`src/rtl/alu_exec_unit.sv`:
```
// Purpose: handshaked ALU; add/sub/logic/slt in one cycle, shifts serial one bit per cycle.
// Latency: result valid 1 cycle after accept, or shamt+1 cycles for a shift with shamt != 0.
// Backpressure: result held in DONE until out_ready; no new accept until back in IDLE.
module alu_exec_unit #(
    parameter int WIDTH = 32,
    parameter int SHW   = 5
) (
    input  logic             clk,
    input  logic             rst,
    input  logic             in_valid,
    output logic             in_ready,
    input  logic [WIDTH-1:0] i1,
    input  logic [WIDTH-1:0] i2,
    input  logic [SHW-1:0]   shamt,
    input  logic [3:0]       func,
    output logic             out_valid,
    input  logic             out_ready,
    output logic [WIDTH-1:0] o,
    output logic             err
);

    localparam logic [3:0] FN_ADD = 4'd0;
    localparam logic [3:0] FN_SUB = 4'd1;
    localparam logic [3:0] FN_AND = 4'd2;
    localparam logic [3:0] FN_OR  = 4'd3;
    localparam logic [3:0] FN_XOR = 4'd4;
    localparam logic [3:0] FN_SLT = 4'd5;
    localparam logic [3:0] FN_SLL = 4'd6;
    localparam logic [3:0] FN_SRL = 4'd7;
    localparam logic [3:0] FN_SRA = 4'd8;

    typedef enum logic [1:0] {
        ST_IDLE  = 2'd0,
        ST_SHIFT = 2'd1,
        ST_DONE  = 2'd2
    } state_t;

    state_t           state_q, state_d;
    logic [WIDTH-1:0] acc_q, acc_d;
    logic [SHW-1:0]   cnt_q, cnt_d;
    logic [3:0]       op_q, op_d;
    logic [WIDTH-1:0] o_q, o_d;
    logic             err_q, err_d;

    logic [WIDTH-1:0] comb_res;
    logic             comb_err;
    logic             is_shift;
    logic [WIDTH-1:0] acc_shifted;
    logic             accept;

    assign in_ready  = (state_q == ST_IDLE) && !rst;
    assign out_valid = (state_q == ST_DONE);
    assign o         = o_q;
    assign err       = err_q;
    assign accept    = in_valid && in_ready;
    assign is_shift  = (func == FN_SLL) || (func == FN_SRL) || (func == FN_SRA);

    // Single-cycle result; shift codes only land here when shamt is zero, so they pass i2 through.
    always_comb begin
        comb_res = '0;
        comb_err = 1'b0;
        case (func)
            FN_ADD:  comb_res = i1 + i2;
            FN_SUB:  comb_res = i1 - i2;
            FN_AND:  comb_res = i1 & i2;
            FN_OR:   comb_res = i1 | i2;
            FN_XOR:  comb_res = i1 ^ i2;
            FN_SLT:  comb_res = {{(WIDTH-1){1'b0}}, ($signed(i1) < $signed(i2))};
            FN_SLL,
            FN_SRL,
            FN_SRA:  comb_res = i2;
            default: begin
                comb_res = '0;
                comb_err = 1'b1;
            end
        endcase
    end

    // One-bit step of the serial shifter, selected by the captured op.
    always_comb begin
        acc_shifted = acc_q;
        case (op_q)
            FN_SLL:  acc_shifted = {acc_q[WIDTH-2:0], 1'b0};
            FN_SRL:  acc_shifted = {1'b0, acc_q[WIDTH-1:1]};
            FN_SRA:  acc_shifted = {acc_q[WIDTH-1], acc_q[WIDTH-1:1]};
            default: acc_shifted = acc_q;
        endcase
    end

    // Next-state and datapath control for IDLE/SHIFT/DONE.
    always_comb begin
        state_d = state_q;
        acc_d   = acc_q;
        cnt_d   = cnt_q;
        op_d    = op_q;
        o_d     = o_q;
        err_d   = err_q;
        case (state_q)
            ST_IDLE: begin
                if (accept) begin
                    if (is_shift && (shamt != '0)) begin
                        acc_d   = i2;
                        cnt_d   = shamt;
                        op_d    = func;
                        state_d = ST_SHIFT;
                    end else begin
                        o_d     = comb_res;
                        err_d   = comb_err;
                        state_d = ST_DONE;
                    end
                end
            end
            ST_SHIFT: begin
                acc_d = acc_shifted;
                cnt_d = cnt_q - 1'b1;
                if (cnt_q == SHW'(1)) begin
                    o_d     = acc_shifted;
                    err_d   = 1'b0;
                    state_d = ST_DONE;
                end
            end
            ST_DONE: begin
                if (out_ready) begin
                    state_d = ST_IDLE;
                end
            end
            default: state_d = ST_IDLE;
        endcase
    end

    // State registers with synchronous reset that also discards any in-flight result.
    always_ff @(posedge clk) begin
        if (rst) begin
            state_q <= ST_IDLE;
            acc_q   <= '0;
            cnt_q   <= '0;
            op_q    <= '0;
            o_q     <= '0;
            err_q   <= 1'b0;
        end else begin
            state_q <= state_d;
            acc_q   <= acc_d;
            cnt_q   <= cnt_d;
            op_q    <= op_d;
            o_q     <= o_d;
            err_q   <= err_d;
        end
    end

endmodule

```
`config.mk`:
```
export PLATFORM = sky130hd
export DESIGN_NAME = alu_exec_unit
export DESIGN_NICKNAME = d
export VERILOG_FILES = /design/src/rtl/alu_exec_unit.sv
export SDC_FILE = /design/constraint.sdc
export NUM_CORES = 1
export LEC_CHECK = 0
export BUFFER_PORTS_ARGS = -buffer_cell sky130_fd_sc_hd__buf_2
export CORE_MARGIN = 10
export CORE_UTILIZATION = 40
export DETAILED_ROUTE_END_ITERATION = 8
export GPL_TIMING_DRIVEN = 0
export SYNTH_ARGS = -nofsm -noshare
export SYNTH_HDL_FRONTEND = slang
export SYNTH_SLANG_ARGS = --single-unit
```
`constraint.sdc`:
```
create_clock -name clk -period 3.76 [get_ports clk]
set_clock_uncertainty 0.15 [all_clocks]
set_input_delay 0.376 -clock clk [delete_from_list [all_inputs] [get_ports clk]]
set_output_delay 0.376 -clock clk [all_outputs]
set_load 0.03 [all_outputs]
```
# Yosys cells after proc, flatten, opt, wreduce, memory -nomap -nowiden
# Cells that the tools add are included.
[word_totals]
regBits = 76
[op_classes]
addsub = 3
magnitude_cmp = 1
eq_ne = 19
muxes = 22
n_bitwise = 3
n_reduce_logical = 16
[op_table]
columns = ["cell", "n"]
rows = [
  ["$pmux W32 S7", 1],
  ["$mux W32", 5],
  ["$pmux W32 S2", 2],
  ["$pmux W32 S3", 1],
  ["$add A32 B32 Y32", 1],
  ["$and A32 B32 Y32", 1],
  ["$lt A32 B32 Y1", 1],
  ["$or A32 B32 Y32", 1],
  ["$sub A32 B32 Y32", 1],
  ["$xor A32 B32 Y32", 1],
  ["$eq A4 B3 Y1 const B", 6],
  ["$mux W5", 2],
  ["$pmux W5 S2", 1],
  ["$reduce_and A3 Y1", 3],
  ["$reduce_or A9 Y1", 1],
  ["$eq A4 B2 Y1 const B", 2],
  ["$eq A4 B4 Y1 const B", 2],
  ["$mux W2", 4],
  ["$ne A2 B2 Y1 const B", 3],
  ["$pmux W2 S3", 1],
  ["$eq A5 B1 Y1 const B", 1],
  ["$reduce_bool A5 Y1", 1],
  ["$sub A5 B1 Y5 const B", 1],
  ["$eq A4 B1 Y1 const B", 1],
  ["13 further kinds", 20],
]

# Logic depth before layout (Yosys ltp)
# Gate-level depths: netlist of run 1.
[logic_depth]
depth_word = 7
mapped_depth = 12

# Least setup slack after synthesis of run 1
# Ideal clock, no wire load.
[synth_timing]
path_kind = "input -> register"
startpoint = "input i1[0]"
endpoint = "register o_q[26] (netlist: o[26])"
arrival_ps = 2706
required_ps = 3478
slack_ps = 772
path_stages = 12
path_buffers = 0
cell_sequence = "inv_1 ha_1 fa_1 o21bai_2 a2111oi_4 nor3_1 or3_1 a221o_1 a41oi_1 xor2_1 a211oi_1 nor3_1"
[synth_between]
elab_chain_len = 5
[synth_lines]
columns = ["element", "line_no", "text"]
rows = [
  ["start: declaration", "12", "input logic [WIDTH-1:0] i1,"],
  ["$sub A32 B32 Y32 / $add A32 B32 Y32 (equally long branches)", "64, 63", ""],
  ["$pmux W32 S7 (*)", "62", "case (func)"],
  ["$mux W32 (*)", "101", "if (is_shift && (shamt != '0)) begin"],
  ["$mux W32 (*)", "100", "if (accept) begin"],
  ["$pmux W32 S2 (*)", "98", "case (state_q)"],
  ["end signal: assignment", "138", "o_q <= '0;"],
  ["end signal: assignment", "145", "o_q <= o_d;"],
  ["end: declaration", "42", "logic [WIDTH-1:0] o_q, o_d;"],
]
# Every way passes the cells marked *; elsewhere a longest branch is shown, timed or not. The select of a mux whose other input is x is not followed.
# A chain may end at the register's enable or synchronous reset.

# Worst setup path after layout of run 1
[layout_timing]
startpoint = "input func[2]"
endpoint = "register o_q[10] (netlist: o[10])"
[layout_between]
elab_chain_len = 6
[layout_lines]
columns = ["element", "line_no", "text"]
rows = [
  ["start: declaration", "15", "input logic [3:0] func,"],
  ["$eq A4 B3 Y1 / $eq A4 B4 Y1 (equally long branches)", "56, 62", ""],
  ["$reduce_or A3 Y1 / $logic_or A1 B1 Y1 (equally long branches)", "62, 56", ""],
  ["$pmux W32 S7 / $logic_or A1 B1 Y1 (equally long branches)", "62, 56", ""],
  ["$mux W32 / $logic_and A1 B1 Y1 (equally long branches)", "101", ""],
  ["$mux W32 / $ne A2 B2 Y1 (equally long branches)", "-", ""],
  ["$pmux W32 S2 / $reduce_and A4 Y1 (equally long branches)", "-", ""],
]
# Parallel ways exist; a longest one is shown, timed or not. The select of a mux whose other input is x is not followed.

==> metrics.csv, run 1 <==
stage,metric,value,unit
drt,Via density,6.31,
worst_setup_path,Setup crit start,func[2],
timing,endpoints failing setup,0,
drt,DR vias,11100,
synth,ys async rst share,0,%
timing,Rel. slew slack,0.679,%
synth,dominant cell type by area after synthesis,dfxtp_1,
timing,RSZ-0062 raised after global routing,false,
hold_path,min-delay src,out_ready,
placement,RePlAce Congestion,1.03,
global_route,vias in the first global route,10400,
clocking,Clock Latency Late Sink,340,ps
synth,cell area after synthesis,9320,um^2
synth,"top cells by area, synth","dfxtp_1, ha_1, a21oi_1",
global_route,largest net degree at the start of global routing,13,
drt,Routed wire per std cell,24.4,um
clocking,H-tree depth,3,
cells_and_area,Nets,1638,
timing,Tcrit/Tclk final,99.7,%
clocking,# clock sinks,76,
global_route,total track usage,27.0,%
floorplan,die span in x,173,um
drt,drt total wl,43000,um
clocking,cts bufs inserted,9,
timing,final worst path period need,3750,ps
floorplan,# IOs,112,
timing,fmax,0.267,GHz
placement,DP Area,10300,um^2
global_route,initial antenna violation count,1,
synth,Adder-Cell Fraction of Synth Area,15.9,%
drt,initial DRC count,1546,
worst_setup_path,critical path arrival,3860,ps
timing,Slew Limit Fails,0,
timing,Worst Max-Slew Pin Slew,1490,ps
synth,average cell area after synthesis,7.04,um^2
cells_and_area,design area,10600,um^2
worst_setup_path,CP startpoint kind,input port,
cells_and_area,fraction of layout cells with a size suffix above 1,11.2,%
placement,DP HPWL,34000,um
cells_and_area,"Area growth, synth to finish",14.3,%
synth,largest family of logic cells by synthesized area,compound AO/OA/AOI/OAI gates,
cells_and_area,multi-input logic area,7140,um^2
worst_setup_path,crit path cell chain,"buf_2, clkbuf_1, nor4b_2, clkbuf_1, a221oi_1, a21oi_1, nor3_1, nor3_1",
run,Max-cap violations,1,
global_route,first-pass GRT wire length,64100,um
clocking,"CTS clk-pin slew, worst paths",60,ps
worst_setup_path,Setup CP Type,in2reg,
status,run status,finished with violations,
cells_and_area,FF/Latch Area,1520,um^2
synth,Compound-Gate Fraction of Synth Area,37.0,%
drt,Routed Antenna Nets,0,
status,failing checks,capacitance limit,
synth,"Distinct cells, synth",79,
synth,post-synthesis mux area share,0.645,%
synth,Post-Syn Nets,1517,
synth,Post-synth EDFFs,0,
floorplan,Die Ht,173,um
worst_setup_path,CP bufs+invs,3,
pwr,Pleak,4.33,nW
synth,Syn. warnings,0,
synth,synthesis-stage register bit count,76,
synth,Simple-Gate Fraction of Synth Area,21.2,%
clocking,Clock Tree Buf Depth,2,
worst_setup_path,CP max stage delay,1270,ps
synth,top cell type's share of synthesized area,16.3,%
hold_path,Min-Delay Path Class,in2reg,
timing,"Hold Vio Cnt, Final",0,
drt,drt drc,0,
floorplan,# rows,55,
clocking,root buf cell,clkbuf_16,
clocking,CTS tree,done,
pwr,VDD IR-drop max,0.205,mV
cells_and_area,fillers,2406,
synth,sequential element share of the synthesized area,16.3,%
drt,drt pass-1 iters,8,
synth,post-synthesis cell count,1323,
pwr,PD cells,281,nW/um^2
worst_setup_path,Worst path slowest cell,nor4b_2,
worst_setup_path,WP data required,3870,ps
cells_and_area,Non-Filler Instances,1763,
worst_setup_path,Crit. End Element,flip-flop,
placement,placed instance count,1746,
floorplan,core area,22800,um^2
worst_setup_path,crit-path max FO,10,
floorplan,Starting Density,40.9,%
global_route,total gr overflow,0,
synth,Synth Area in XOR/XNOR,1.13,%
placement,Port Buffers,110,
worst_setup_path,Worst R2R Start,state_q[0],
synth,Synth Flop Type,dfxtp_1,
worst_setup_path,CP top delay family,simple AND/OR/NAND/NOR gates,
floorplan,die footprint,29800,um^2
[synthesized netlist by cell type, drive strengths merged (19+ instances only)]
library cell / count
dfxtp: 76
inv: 95
o21ai: 94
ha: 115
nor3: 44
a222oi: 30
a211oi: 23
a21oi: 140
nor2: 102
a221oi: 29
nand2: 143
clkbuf: 85
nand2b: 28
a31oi: 19
nand3: 19
[area by class of cell]
class / count / share of cell area (%)
diodes: 1 / 0.0235
plain buffers: 96 / 3.53
clock buffers: 12 / 2.41
clock inverters: 4 / 0.447
inverters: 96 / 3.39
multi-input cells: 1055 / 67.1
flip-flops and latches: 76 / 14.3
well taps: 313 / 3.68
repair buffers: 110 / 5.17
[cells by family after synthesis]
family / after synthesis
adders and majority gates: 117
and+or+nand+nor: 415
AOI/OAI and AO/OA: 505
buffers and inverters: 192
xor gates and xnor gates: 12
DFF: 76
muxes: 6
[where the power goes]
part	total (W)	internal, W	switching [W]
logic	0.00122	0.000389	0.000831
registers	0.000874	0.000842	0.0000324
clock network	0.000894	0.000548	0.000346
[path summary, 6_finish.rpt]
path	cells past startpoint	to	slack, ps
setup reg to reg	9	o[26]	500
hold reg to reg	2	o[3]	300
hold / removal	3	state_q[1]	150
setup / recovery	8	o[10]	10
[sequential cells by signal, summed over array words and instances, names as in the netlist]
name / count
acc_q: 32
err: 1
op_q: 4
state_q: 2
cnt_q: 5
o: 32
[tightest hold or removal path, stage by stage]
cell and delay [ps]:
buf_2 70, nand2b_1 90, a21oi_1 60
[placed cells by master (no fill, tap or decap), types with 19 or more instances in the layout]
| cell | count |
|---|---|
| a211oi_1 | 21 |
| a21oi_1 | 140 |
| a221oi_1 | 27 |
| a222oi_1 | 30 |
| buf_2 | 117 |
| clkbuf_1 | 84 |
| dfxtp_1 | 76 |
| ha_1 | 115 |
| inv_1 | 95 |
| nand2_1 | 143 |
| nand2b_1 | 28 |
| nand3_1 | 19 |
| nor2_1 | 102 |
| nor3_1 | 43 |
| o21ai_0 | 89 |
[layer usage]
layer  GRT usage, %  vias to the layer above  routed length [um]
met5              0                        -                  13
met1           36.8                     5202               18100
met2           41.7                      694               18800
li1               -                     5142                   -
met4           7.50                        2                1090
met3           5.92                       85                5030
[stage by stage]
stage	power [W]	utilization, %	hold slack [ps]	TNS (ps)	setup slack (ps)
floorplan	0.00164	-	299	0	772
global placement	0.00205	45.0	296	-5240	-510
detailed placement	0.00205	45.0	302	-5020	-511
CTS	0.00293	46.4	155	0	25.4
global route	0.00311	46.7	182	0	37.8
finish	0.00299	46.7	153	0	10.8
[repair_timing]
action / 4_1_cts / 5_1_grt
hold buffers: 0 / 0
pin swaps: 0 / 0
cloned: 0 / 0
resized for setup: 4 / 11
setup endpoints to repair: 3 / 19
setup buffers: 0 / 0
Note: power is estimated with default switching activity, not from simulation.
==> run 2: changes to the inputs <==
--- a/config.mk
+++ b/config.mk
@@ -5,6 +5,7 @@
 export SDC_FILE = /design/constraint.sdc
 export NUM_CORES = 1
 export LEC_CHECK = 0
+export ABC_AREA = 1
 export BUFFER_PORTS_ARGS = -buffer_cell sky130_fd_sc_hd__buf_2
 export CORE_MARGIN = 10
 export CORE_UTILIZATION = 40
==> metrics.csv, run 2 <==
stage,metric,value,unit
timing,Rel. slew slack,31.1,%
synth,Post-Syn Nets,2052,
drt,Routed Antenna Nets,0,
pwr,PD cells,296,nW/um^2
global_route,largest net degree at the start of global routing,12,
drt,DR vias,12500,
placement,DP HPWL,38000,um
global_route,total track usage,26.5,%
timing,RSZ-0062 raised after global routing,false,
synth,average cell area after synthesis,5.63,um^2
pwr,total power,0.00347,W
synth,Compound-Gate Fraction of Synth Area,20.4,%
clocking,CTS tree,done,
global_route,first-pass GRT wire length,69200,um
synth,largest family of logic cells by synthesized area,simple AND/OR/NAND/NOR gates,
timing,hold slack final,127,ps
timing,Worst Max-Slew Pin Slew,1030,ps
synth,Post-synth EDFFs,0,
synth,Adder-Cell Fraction of Synth Area,14.1,%
synth,Synth Flop Type,dfxtp_1,
timing,Tcrit/Tclk final,75.2,%
worst_setup_path,Crit. End Element,flip-flop,
clocking,Clock Latency Late Sink,330,ps
floorplan,# IOs,112,
floorplan,# rows,59,
clocking,H-tree depth,3,
synth,Simple-Gate Fraction of Synth Area,35.6,%
drt,drt total wl,45700,um
cells_and_area,"Area growth, synth to finish",12.0,%
synth,dominant cell type by area after synthesis,nand2_1,
status,run status,"complete, no violations",
cells_and_area,fillers,2921,
worst_setup_path,crit-path max FO,10,
drt,drt drc,0,
synth,Synth Area in XOR/XNOR,0.335,%
synth,"Distinct cells, synth",46,
cells_and_area,Nets,2173,
synth,most instantiated library cell after synthesis,nand2_1,
clocking,hold_buf cts,0,
worst_setup_path,CP startpoint kind,input port,
synth,Syn. warnings,0,
drt,Via density,5.40,
drt,initial DRC count,1191,
drt,Routed wire per std cell,19.7,um
floorplan,Die Ht,182,um
cells_and_area,fraction of layout cells with a size suffix above 1,9.93,%
cells_and_area,Non-Filler Instances,2320,
clocking,Clock Tree Buf Depth,2,
synth,ys async rst share,0,%
pwr,Pleak,6.24,nW
global_route,initial antenna violation count,3,
floorplan,Starting Density,40.4,%
clocking,# Post-CTS Setup Buffers,0,
floorplan,die footprint,33000,um^2
pwr,VDD IR-drop max,0.347,mV
clocking,cts bufs inserted,9,
clocking,# clock sinks,76,
hold_path,Min-Delay Path Class,in2reg,
clocking,"CTS clk-pin slew, worst paths",50,ps
synth,Post-synth top cells,"nand2_1, inv_1, a21oi_1",
synth,top cell type's share of synthesized area,20.3,%
timing,endpoints failing setup,0,
timing,"Hold Vio Cnt, Final",0,
timing,fmax,0.354,GHz
worst_setup_path,WP data required,3830,ps
global_route,total gr overflow,0,
timing,setup TNS,0,ps
global_route,vias in the first global route,12200,
synth,sequential element share of the synthesized area,14.5,%
floorplan,die span in x,182,um
synth,"top cells by area, synth","nand2_1, dfxtp_1, ha_1",
clocking,# resized after CTS,0,
cells_and_area,design area,11700,um^2
floorplan,core area,25900,um^2
synth,cell area after synthesis,10500,um^2
placement,RePlAce Congestion,0.992,
synth,post-synthesis cell count,1858,
synth,synthesis-stage register bit count,76,
run,Max-cap violations,0,
timing,Slew Limit Fails,0,
placement,placed instance count,2303,
synth,post-synthesis mux area share,0,%
drt,drt pass-1 iters,5,
worst_setup_path,Setup CP Type,in2reg,
timing,final worst path period need,2830,ps
placement,DP Area,11400,um^2
cells_and_area,"commonest non-fill, non-tap cell in the layout",nand2_1,
cells_and_area,"commonest non-fill, non-tap cells in the layout","nand2_1, inv_1, a21oi_1, nor2_1, buf_2",
placement,Port Buffers,110,
clocking,root buf cell,clkbuf_16,
worst_setup_path,critical path arrival,2900,ps
## run 2: layer usage
metal / vias up / global-route usage [%] / share of wire, %
met5: - / 0 / 0.026
met1: 5742 / 34.4 / 44
met4: 2 / 8.36 / 2.8
met3: 70 / 4.69 / 8.0
met2: 502 / 43.4 / 45
li1: 6215 / - / -
## run 2: layout make-up
| cell class | instances | area [um^2] | area share, % |
|---|---|---|---|
| Multi-Input combinational cell | 1397 | 7360 | 62.8 |
| Sequential cell | 76 | 1520 | 13.0 |
| Inverter | 309 | 1170 | 9.96 |
| Timing Repair Buffer | 110 | 551 | 4.70 |
| Tap cell | 335 | 419 | 3.58 |
| Buffer | 76 | 408 | 3.48 |
| Clock buffer | 13 | 250 | 2.13 |
| Clock inverter | 2 | 35.0 | 0.299 |
| Antenna cell | 2 | 5.00 | 0.0427 |
## run 2: critical path, stage by stage
cell and delay [ps]:
buf_2 200, inv_1 70, nand3_1 520, inv_1 320
buf_2 330, a221oi_1 570, nand3_1 320, nand2_1 130
a21oi_1 60
## run 2: power breakdown
part	switching (W)	internal (W)	leakage (nW)	total, W
registers	0.0000818	0.000910	0.622	0.000992
clock network	0.000316	0.000528	0.140	0.000844
logic	0.00115	0.000479	5.48	0.00163
total	0.00155	0.00192	6.24	0.00347
## run 2: cells by family after synthesis
| family | Yosys count |
|---|---|
| buffers and inverters | 385 |
| adders and majority gates | 117 |
| DFF | 76 |
| and+or+nand+nor | 902 |
| AOI/OAI and AO/OA | 374 |
| xor gates and xnor gates | 4 |
## run 2: per-stage QoR
stage | utilization (%) | setup slack, ps
final | 45.2 | 933
after global routing | 45.2 | 851
after CTS | 45.2 | 1010
after detailed placement | 44.1 | 670
after global placement | 44.1 | 677
after floorplan | - | 1600
## run 2: worst paths after layout
kind | from | end | slack (ps) | cells after the start
worst max-delay path | func[3] | o[29] | 930 | 9
worst min-delay path | rst | state_q[0] | 130 | 2
worst max register to register | state_q[0] | o[27] | 1620 | 8
worst min register to register | op_q[2] | op_q[2] | 300 | 2
